$ cat src/rtl/digicode_multi.sv
// Multi-digit keypad access controller with door/alarm timing and lockout.
// Define DIGICODE_PROG_EN to make the access code writable while idle.
module digicode_multi #(
    parameter int                    CODE_LEN     = 5,
    parameter logic [CODE_LEN*4-1:0] DEFAULT_CODE = 20'h28B04,
    parameter int                    DOOR_HOLD    = 16,
    parameter int                    ALARM_HOLD   = 8,
    parameter int                    MAX_TRIES    = 3,
    parameter int                    LOCK_CYCLES  = 64
) (
    input  logic                               clk,
    input  logic                               reset,
    input  logic                               key_valid,
    input  logic [3:0]                         code,
    input  logic                               timeout,
    input  logic                               daytime,
    output logic                               door,
    output logic                               alarm,
    output logic                               locked,
    output logic [$clog2(MAX_TRIES+1)-1:0]     fail_cnt
`ifdef DIGICODE_PROG_EN
    ,
    input  logic                               prog_we,
    input  logic [CODE_LEN*4-1:0]              prog_code
`endif
);

    localparam int FW   = $clog2(MAX_TRIES + 1);
    localparam int IDXW = (CODE_LEN > 1) ? $clog2(CODE_LEN) : 1;
    localparam int HM1  = (DOOR_HOLD > ALARM_HOLD) ? DOOR_HOLD : ALARM_HOLD;
    localparam int HMAX = (HM1 > LOCK_CYCLES) ? HM1 : LOCK_CYCLES;
    localparam int TW   = (HMAX > 1) ? $clog2(HMAX) : 1;

    typedef enum logic [4:0] {
        IDLE    = 5'b00001,
        ENTRY   = 5'b00010,
        OPEN    = 5'b00100,
        WRONG   = 5'b01000,
        LOCKOUT = 5'b10000
    } state_t;

    state_t                state, state_n;
    logic [IDXW-1:0]       idx, idx_n;
    logic                  mismatch, mis_n;
    logic [TW-1:0]         timer, timer_n;
    logic [FW-1:0]         fail_n;
    logic [CODE_LEN*4-1:0] code_q;
    logic [3:0]            cur_digit;
    logic                  is_digit, is_c, is_p, dig_ne;

`ifdef DIGICODE_PROG_EN
    always_ff @(posedge clk) begin
        if (reset) begin
            code_q <= DEFAULT_CODE;
        end else if (prog_we && state == IDLE) begin
            code_q <= prog_code;
        end
    end
`else
    assign code_q = DEFAULT_CODE;
`endif

    always_comb begin
        cur_digit = '0;
        for (int i = 0; i < CODE_LEN; i++) begin
            if (idx == IDXW'(i)) begin
                cur_digit = code_q[(CODE_LEN-1-i)*4 +: 4];
            end
        end
    end

    assign is_digit = key_valid && (code <= 4'd11);
    assign is_c     = key_valid && (code == 4'd12);
    assign is_p     = key_valid && (code == 4'd13);
    assign dig_ne   = (code != cur_digit);

    always_comb begin
        state_n = state;
        idx_n   = idx;
        mis_n   = mismatch;
        timer_n = timer;
        fail_n  = fail_cnt;
        case (state)
            IDLE: begin
                if (is_c) begin
                    state_n = IDLE;
                end else if (is_p) begin
                    state_n = daytime ? OPEN : WRONG;
                end else if (is_digit) begin
                    mis_n   = dig_ne;
                    idx_n   = IDXW'(1);
                    state_n = ENTRY;
                end
            end
            ENTRY: begin
                if (timeout) begin
                    state_n = WRONG;
                end else if (is_c) begin
                    state_n = IDLE;
                end else if (is_p) begin
                    state_n = daytime ? OPEN : WRONG;
                end else if (is_digit) begin
                    mis_n = mismatch | dig_ne;
                    if (idx == IDXW'(CODE_LEN - 1)) begin
                        state_n = mis_n ? WRONG : OPEN;
                    end else begin
                        idx_n = idx + IDXW'(1);
                    end
                end
            end
            OPEN: begin
                if (is_c || timer == '0) begin
                    state_n = IDLE;
                end else begin
                    timer_n = timer - TW'(1);
                end
            end
            WRONG: begin
                if (timer == '0) begin
                    state_n = (fail_cnt == FW'(MAX_TRIES)) ? LOCKOUT : IDLE;
                end else begin
                    timer_n = timer - TW'(1);
                end
            end
            LOCKOUT: begin
                if (timer == '0) begin
                    state_n = IDLE;
                    fail_n  = '0;
                end else begin
                    timer_n = timer - TW'(1);
                end
            end
            default: begin
                state_n = IDLE;
            end
        endcase

        // Entry actions are applied on the edge that changes state
        if (state_n != state) begin
            case (state_n)
                OPEN: begin
                    timer_n = TW'(DOOR_HOLD - 1);
                    fail_n  = '0;
                end
                WRONG: begin
                    timer_n = TW'(ALARM_HOLD - 1);
                    if (fail_cnt != FW'(MAX_TRIES)) begin
                        fail_n = fail_cnt + FW'(1);
                    end
                end
                LOCKOUT: begin
                    timer_n = TW'(LOCK_CYCLES - 1);
                end
                IDLE: begin
                    idx_n   = '0;
                    mis_n   = 1'b0;
                    timer_n = '0;
                end
                default: begin
                    timer_n = timer_n;
                end
            endcase
        end
    end

    always_ff @(posedge clk) begin
        if (reset) begin
            state    <= IDLE;
            idx      <= '0;
            mismatch <= 1'b0;
            timer    <= '0;
            fail_cnt <= '0;
        end else begin
            state    <= state_n;
            idx      <= idx_n;
            mismatch <= mis_n;
            timer    <= timer_n;
            fail_cnt <= fail_n;
        end
    end

    assign door   = (state == OPEN);
    assign alarm  = (state == WRONG) || (state == LOCKOUT);
    assign locked = (state == LOCKOUT);

endmodule
$ cat config.mk
export PLATFORM = sky130hd
export DESIGN_NAME = digicode_multi
export DESIGN_NICKNAME = d
export VERILOG_FILES = /design/src/rtl/digicode_multi.sv
export SDC_FILE = /design/constraint.sdc
export NUM_CORES = 1
export LEC_CHECK = 0
export ABC_CLOCK_PERIOD_IN_PS = 2800
export CELL_PAD_IN_SITES_DETAIL_PLACEMENT = 2
export CELL_PAD_IN_SITES_GLOBAL_PLACEMENT = 2
export CORE_ASPECT_RATIO = 1.75
export CORE_MARGIN = 4
export CORE_UTILIZATION = 29
export DETAILED_ROUTE_END_ITERATION = 10
export PLACE_DENSITY_LB_ADDON = 0.1
export REMOVE_ABC_BUFFERS = 1
export SLEW_MARGIN = 20
export SYNTH_ARGS = -nofsm -noshare
export SYNTH_HDL_FRONTEND = slang
export SYNTH_SLANG_ARGS = --single-unit
$ cat constraint.sdc
create_clock -name clk -period 2.8 [get_ports clk]
set_clock_uncertainty 0.1 [all_clocks]
set_input_delay 0.84 -clock clk [delete_from_list [all_inputs] [get_ports clk]]
set_output_delay 0.84 -clock clk [all_outputs]
set_load 0.01 [all_outputs]
Word-level counts from Yosys, hierarchy flattened

Index checks and enable logic that the tools add are counted.

Bits in read-only memories: 0
Memories kept: 0
Word-level logic and storage cells: 88
Register bits after elaboration: 17
Bits of input ports: 9
Latch bits: 0
Output and inout bits: 5
Bits in writable memories: 0

$mul: 0
Shift operators: 0
$lt $le $gt $ge: 1
Add/sub/neg operators: 3
Reduce and logical (&&, ||, !) cells: 8
Div/mod/pow operators: 0
Mux-type cells: 51
Bitwise gates (word level): 1
Equal/unequal tests: 19

Operators by type and width:

| operator            | count |
|---|---|
| $mux 5              | 12 |
| $mux 3              | 10 |
| $pmux 5 s5          | 1 |
| $mux 4              | 6 |
| $pmux 6 s4          | 1 |
| $mux 6              | 3 |
| $pmux 6 s2          | 1 |
| $eq 5x1->1 const B  | 2 |
| $eq 5x3->1 const B  | 2 |
| $eq 5x4->1 const B  | 2 |
| $eq 5x5->1 const B  | 2 |
| $mux 2              | 5 |
| $mux 1              | 9 |
| $eq 4x4->1 const B  | 2 |
| $eq 3x2->1 const B  | 2 |
| $logic_not 6->1     | 1 |
| $pmux 3 s2          | 1 |
| $sub 6x1->6 const B | 1 |
| $eq 5x2->1 const B  | 1 |
| $ne 5x5->1          | 1 |
| $le 4x4->1 const B  | 1 |
| $ne 4x4->1          | 1 |
| $pmux 2 s2          | 1 |
| $add 3x1->3 const B | 1 |
| 11 further kinds    | 14 |

Depth between registers and ports, before layout

Depth after elaboration: 18
Depth in mapped cells: 9
Depth with buffers taken out: 9

Least setup slack after synthesis

Ideal clock, no wire load.

Path kind: input -> register
Start: input timeout
End: register idx[2]
Stages: 7
Setup slack: 0.024 ns
Data arrival time: 2.542 ns
Data required time: 2.566 ns
Library setup time: 0.134 ns
Cell sequence: or3b_2 -> or2_1 -> clkbuf_1 -> a211oi_2 -> nor3_1 -> a31oi_1 -> nor2_1

Longest elaborated chain between the ends: 5

Ends and longest elaborated chain:

| what                   | RTL line | source |
|---|---|---|
| start: declaration     | 15       | `input logic timeout,` |
| $mux 5                 | 96       | `if (timeout) begin` |
| $pmux 5 s5             | 83       | `case (state)` |
| $eq 5x1->1             | 140      | `case (state_n)` |
| $mux 3                 | 140      |  |
| $mux 3 (*)             | 139      | `if (state_n != state) begin` |
| end signal: assignment | 175      | `idx <= idx_n;` |
| end: declaration       | 43       | `logic [IDXW-1:0] idx, idx_n;` |

Mark *: on every way between the ends. The rest lies on a longest branch, timed or not.
A chain may end at the register's enable or synchronous reset.

Final worst setup path

Start: input code[1]
End: register timer[5]

Longest elaborated chain between the ends: 12

Ends and longest elaborated chain:

| what                                     | RTL line | source |
|---|---|---|
| start: declaration                       | 14       | `input logic [3:0] code,` |
| $ne 4x4->1                               | 75       | `assign dig_ne = (code != cur_digit);` |
| $or 1x1->1                               | 103      | `mis_n = mismatch \| dig_ne;` |
| $mux 4                                   | 105      | `state_n = mis_n ? WRONG : OPEN;` |
| $mux 5                                   | 104      | `if (idx == IDXW'(CODE_LEN - 1)) begin` |
| $mux 5                                   | 102      | `end else if (is_digit) begin` |
| $mux 5                                   | 100      | `end else if (is_p) begin` |
| $mux 5                                   | 98       | `end else if (is_c) begin` |
| $mux 5                                   | 96       |  |
| $pmux 5 s5                               | 83       |  |
| $eq 5x1->1, or another cell as far along | 140      |  |
| $pmux 6 s4                               | 140      |  |
| $mux 6 (*)                               | 139      |  |
| end signal: assignment                   | 177      | `timer <= timer_n;` |
| end: declaration                         | 45       | `logic [TW-1:0] timer, timer_n;` |

Marks and branches as above.

==> impl_metrics.py <==
metrics = {
    "synth": {
        "yosys_warnings": 0,
        "yosysUniqueCellTypes": 51,
        "synth.most_common_cell": "a21oi_1",
        "synth_top_area_frac": 0.250,
        "yosys_register_bits": 17,
        "synth_simple_gate_area_frac": 0.292,
        "syn_area_sq_um": 1360,
        "synth-compound-area-share": 0.282,
        "synth_xor_xnor_area_share": 0.0258,
        "synth_fa_ha_area_frac": 0.0644,
        "ys_seq_area_frac": 0.250,
        "syn_area_per_cell_sq_um": 7.60,
        "synth_edf_count": 0,
        "synthArstFlopShare": 0,
        "synth_top_family_by_area": "simple AND/OR/NAND/NOR gates",
        "ys_top_cells_by_area": "dfxtp_1 (25%), a21oi_1 (7.0%), ha_1 (6.4%)",
        "yosysTopAreaCell": "dfxtp_1",
        "muxShareOfSynthArea": 0.0230,
        "syn_inst": 179,
        "yosys-top-cells-count": "a21oi_1 (19), dfxtp_1 (17), nand2_1 (16)",
        "synth_ff_type": "dfxtp_1",
    },
    "timing": {
        "worstMarginPinSlew_ns": 0.609,
        "tns_ns": 0,
        "setup_viol": 0,
        "hold_viol_final": 0,
        "fmax_mhz": 362,
        "fin_crit_sh": 0.986,
        "fin_crit_ns": 2.76,
        "slew_viol_final": 0,
        "timing.final.ws_setup_ns": 0.0404,
        "slew_headroom": 0.591,
    },
    "global_route": {
        "grt_pass1_wl_microns": 8340,
        "grt_max_degree": 15,
        "grtUsageTotal": 0.183,
        "grt_pass1_vias": 1706,
        "antenna_found_initial": 0,
        "overflow": 0,
    },
    "final_layout": {
        "final_nets": 234,
        "register_area_sq_um": 342,
        "multi_input_area_sq_um": 1090,
        "antenna_cells": 0,
        "area_growth_pct": 42.5,
        "layout-drive-gt1-share": 0.281,
        "nFillCells": 520,
    },
    "worst_setup_path": {
        "cp_max_fo": 6,
        "reg2reg_slack_ns": 0.16,
        "end_kind": "flip-flop",
        "reg2regPathDepth": 9,
        "start_kind": "primary input",
        "rr_endpoint": "fail_cnt[0]$_SDFF_PP0_",
        "crit_type": "in2reg",
        "reg2reg_from": "idx[0]$_SDFF_PP0_",
        "worstPathRequired_ns": 2.90,
        "crit_arrival_ns": 2.86,
    },
    "drt": {
        "antenna_left": 0,
        "drt_iter0_drc": 27,
        "wl_per_cell_microns": 19.3,
        "num_vias": 1518,
        "drc": 0,
        "drt-pass1-iter-count": 4,
        "viasPerCell": 5.66,
        "routed_wl_microns": 5180,
    },
    "placed_design": {
        "dpl_worst_slack_ns": -0.536,
        "dp_hpwl_microns": 3950,
        "gp_congestion": 0.804,
        "portBuffers": 13,
    },
    "power_and_ir_drop": {
        "total_power_mw": 0.708,
        "leakagePower_nw": 0.751,
        "powerDensity_nw_per_um2": 365,
        "ir_drop_v": 0.000296,
    },
    "cts": {
        "cts_root_buffer": "clkbuf_8",
        "cts_buffer_depth": 2,
        "clkTransAtPathRegs_ns": 0.07,
        "clock_latency_ns": 0.26,
        "cts_inserted_buffers": 3,
        "cts_num_sinks": 17,
        "cts_tree": "done",
        "cts-htree-levels": 1,
    },
    "die": {
        "core.rowCount": 32,
        "core_sq_um": 4480,
        "pin_count": 14,
        "die_w_microns": 59.8,
        "die_area_sq_um": 5890,
        "start_util": 0.303,
        "die_height_microns": 98.6,
    },
    "worst_hold_path": {
        "whs_path_depth": 2,
        "hold_start": "mismatch$_SDFF_PP0_",
        "worst_hold_path_type": "reg2reg",
        "hold_end": "mismatch$_SDFF_PP0_",
    },
    "status": {
        "status": "finished clean",
    },
    "job": {
        "drv_cap": 0,
    },
}
[kinds of logic after synthesis]
kind of cell / Yosys count
compound gates: 55
xor+xnor: 4
fa+ha+maj: 7
buf+inv: 20
flops: 17
mux: 3
simple gates: 73
[cell type report]
type | count | area share
timing repair buffer | 41 | 0.179
tap | 51 | 0.0329
clock buffer | 3 | 0.0213
inverter | 13 | 0.0252
clock inverter | 1 | 0.00258
multi-input combinational | 142 | 0.563
sequential | 17 | 0.176
[worst max path at each step]
| stage | startpoint | to | depth (start not counted) | slack (ns) |
|---|---|---|---|---|
| after CTS | key_valid | fail_cnt[0]$_SDFF_PP0_ | 8 | -0.01 |
| after detailed placement | code[2] | fail_cnt[0]$_SDFF_PP0_ | 8 | -0.54 |
| after global routing | code[1] | timer[3]$_SDFF_PP0_ | 11 | -0.08 |
| after global placement | code[2] | fail_cnt[0]$_SDFF_PP0_ | 8 | -0.51 |
| final | code[1] | timer[5]$_SDFF_PP0_ | 10 | 0.04 |
| after floorplan | timeout | idx[2]$_SDFF_PP0_ | 6 | 0.09 |
[worst max-delay path, cell delays in order]
cell	delay, ns
clkdlybuf4s50_1	0.49
nand4b_1	0.13
buf_6	0.13
o2111ai_4	0.15
a21oi_4	0.21
o2111ai_4	0.15
o41ai_4	0.36
buf_4	0.19
o21ai_1	0.07
a21oi_1	0.13
[per-layer routing]
layer	global-route usage	vias up	part of all wire
met5	0	-	0
met4	0.0717	0	0.024
met3	0.0170	9	0.016
met2	0.349	18	0.59
met1	0.193	764	0.37
li1	-	727	-
[flip-flops by register name, indices dropped and copies added, names as in the netlist]
name      cells
timer         6
state         5
idx           3
fail_cnt      2
mismatch      1
[repair_timing]
action	4_1_cts	5_1_grt
resized for setup	17	16
hold buffers	0	0
pin swaps	3	8
setup endpoints to repair	14	13
cloned	0	0
buffers inserted	2	2
[where the power goes]
| part | internal, mW | total [mW] | switching [mW] |
|---|---|---|---|
| logic | 0.106 | 0.244 | 0.138 |
| clock network | 0.0991 | 0.195 | 0.0955 |
| registers | 0.256 | 0.269 | 0.0131 |
[per-stage QoR]
stage | std cells | cell area (sq um) | hold WS, ns | utilization
CTS | 266 | 1830 | 0.424 | 0.407
floorplan | 172 | 1320 | 0.350 | -
global placement | 260 | 1700 | 0.388 | 0.379
finish | 268 | 1940 | 0.412 | 0.432
global route | 268 | 1940 | 0.457 | 0.432
detailed placement | 260 | 1700 | 0.406 | 0.379
[cells in the final DEF (no fill, tap or decap), types with 5 or more instances in the layout]
cell type	instances
a21oi_1	16
a31oi_1	5
buf_4	27
clkdlybuf4s50_1	9
dfxtp_1	16
ha_1	7
inv_1	13
nand2_1	16
nor2_1	13
o21ai_0	9
(Power assumes the default switching activity.)
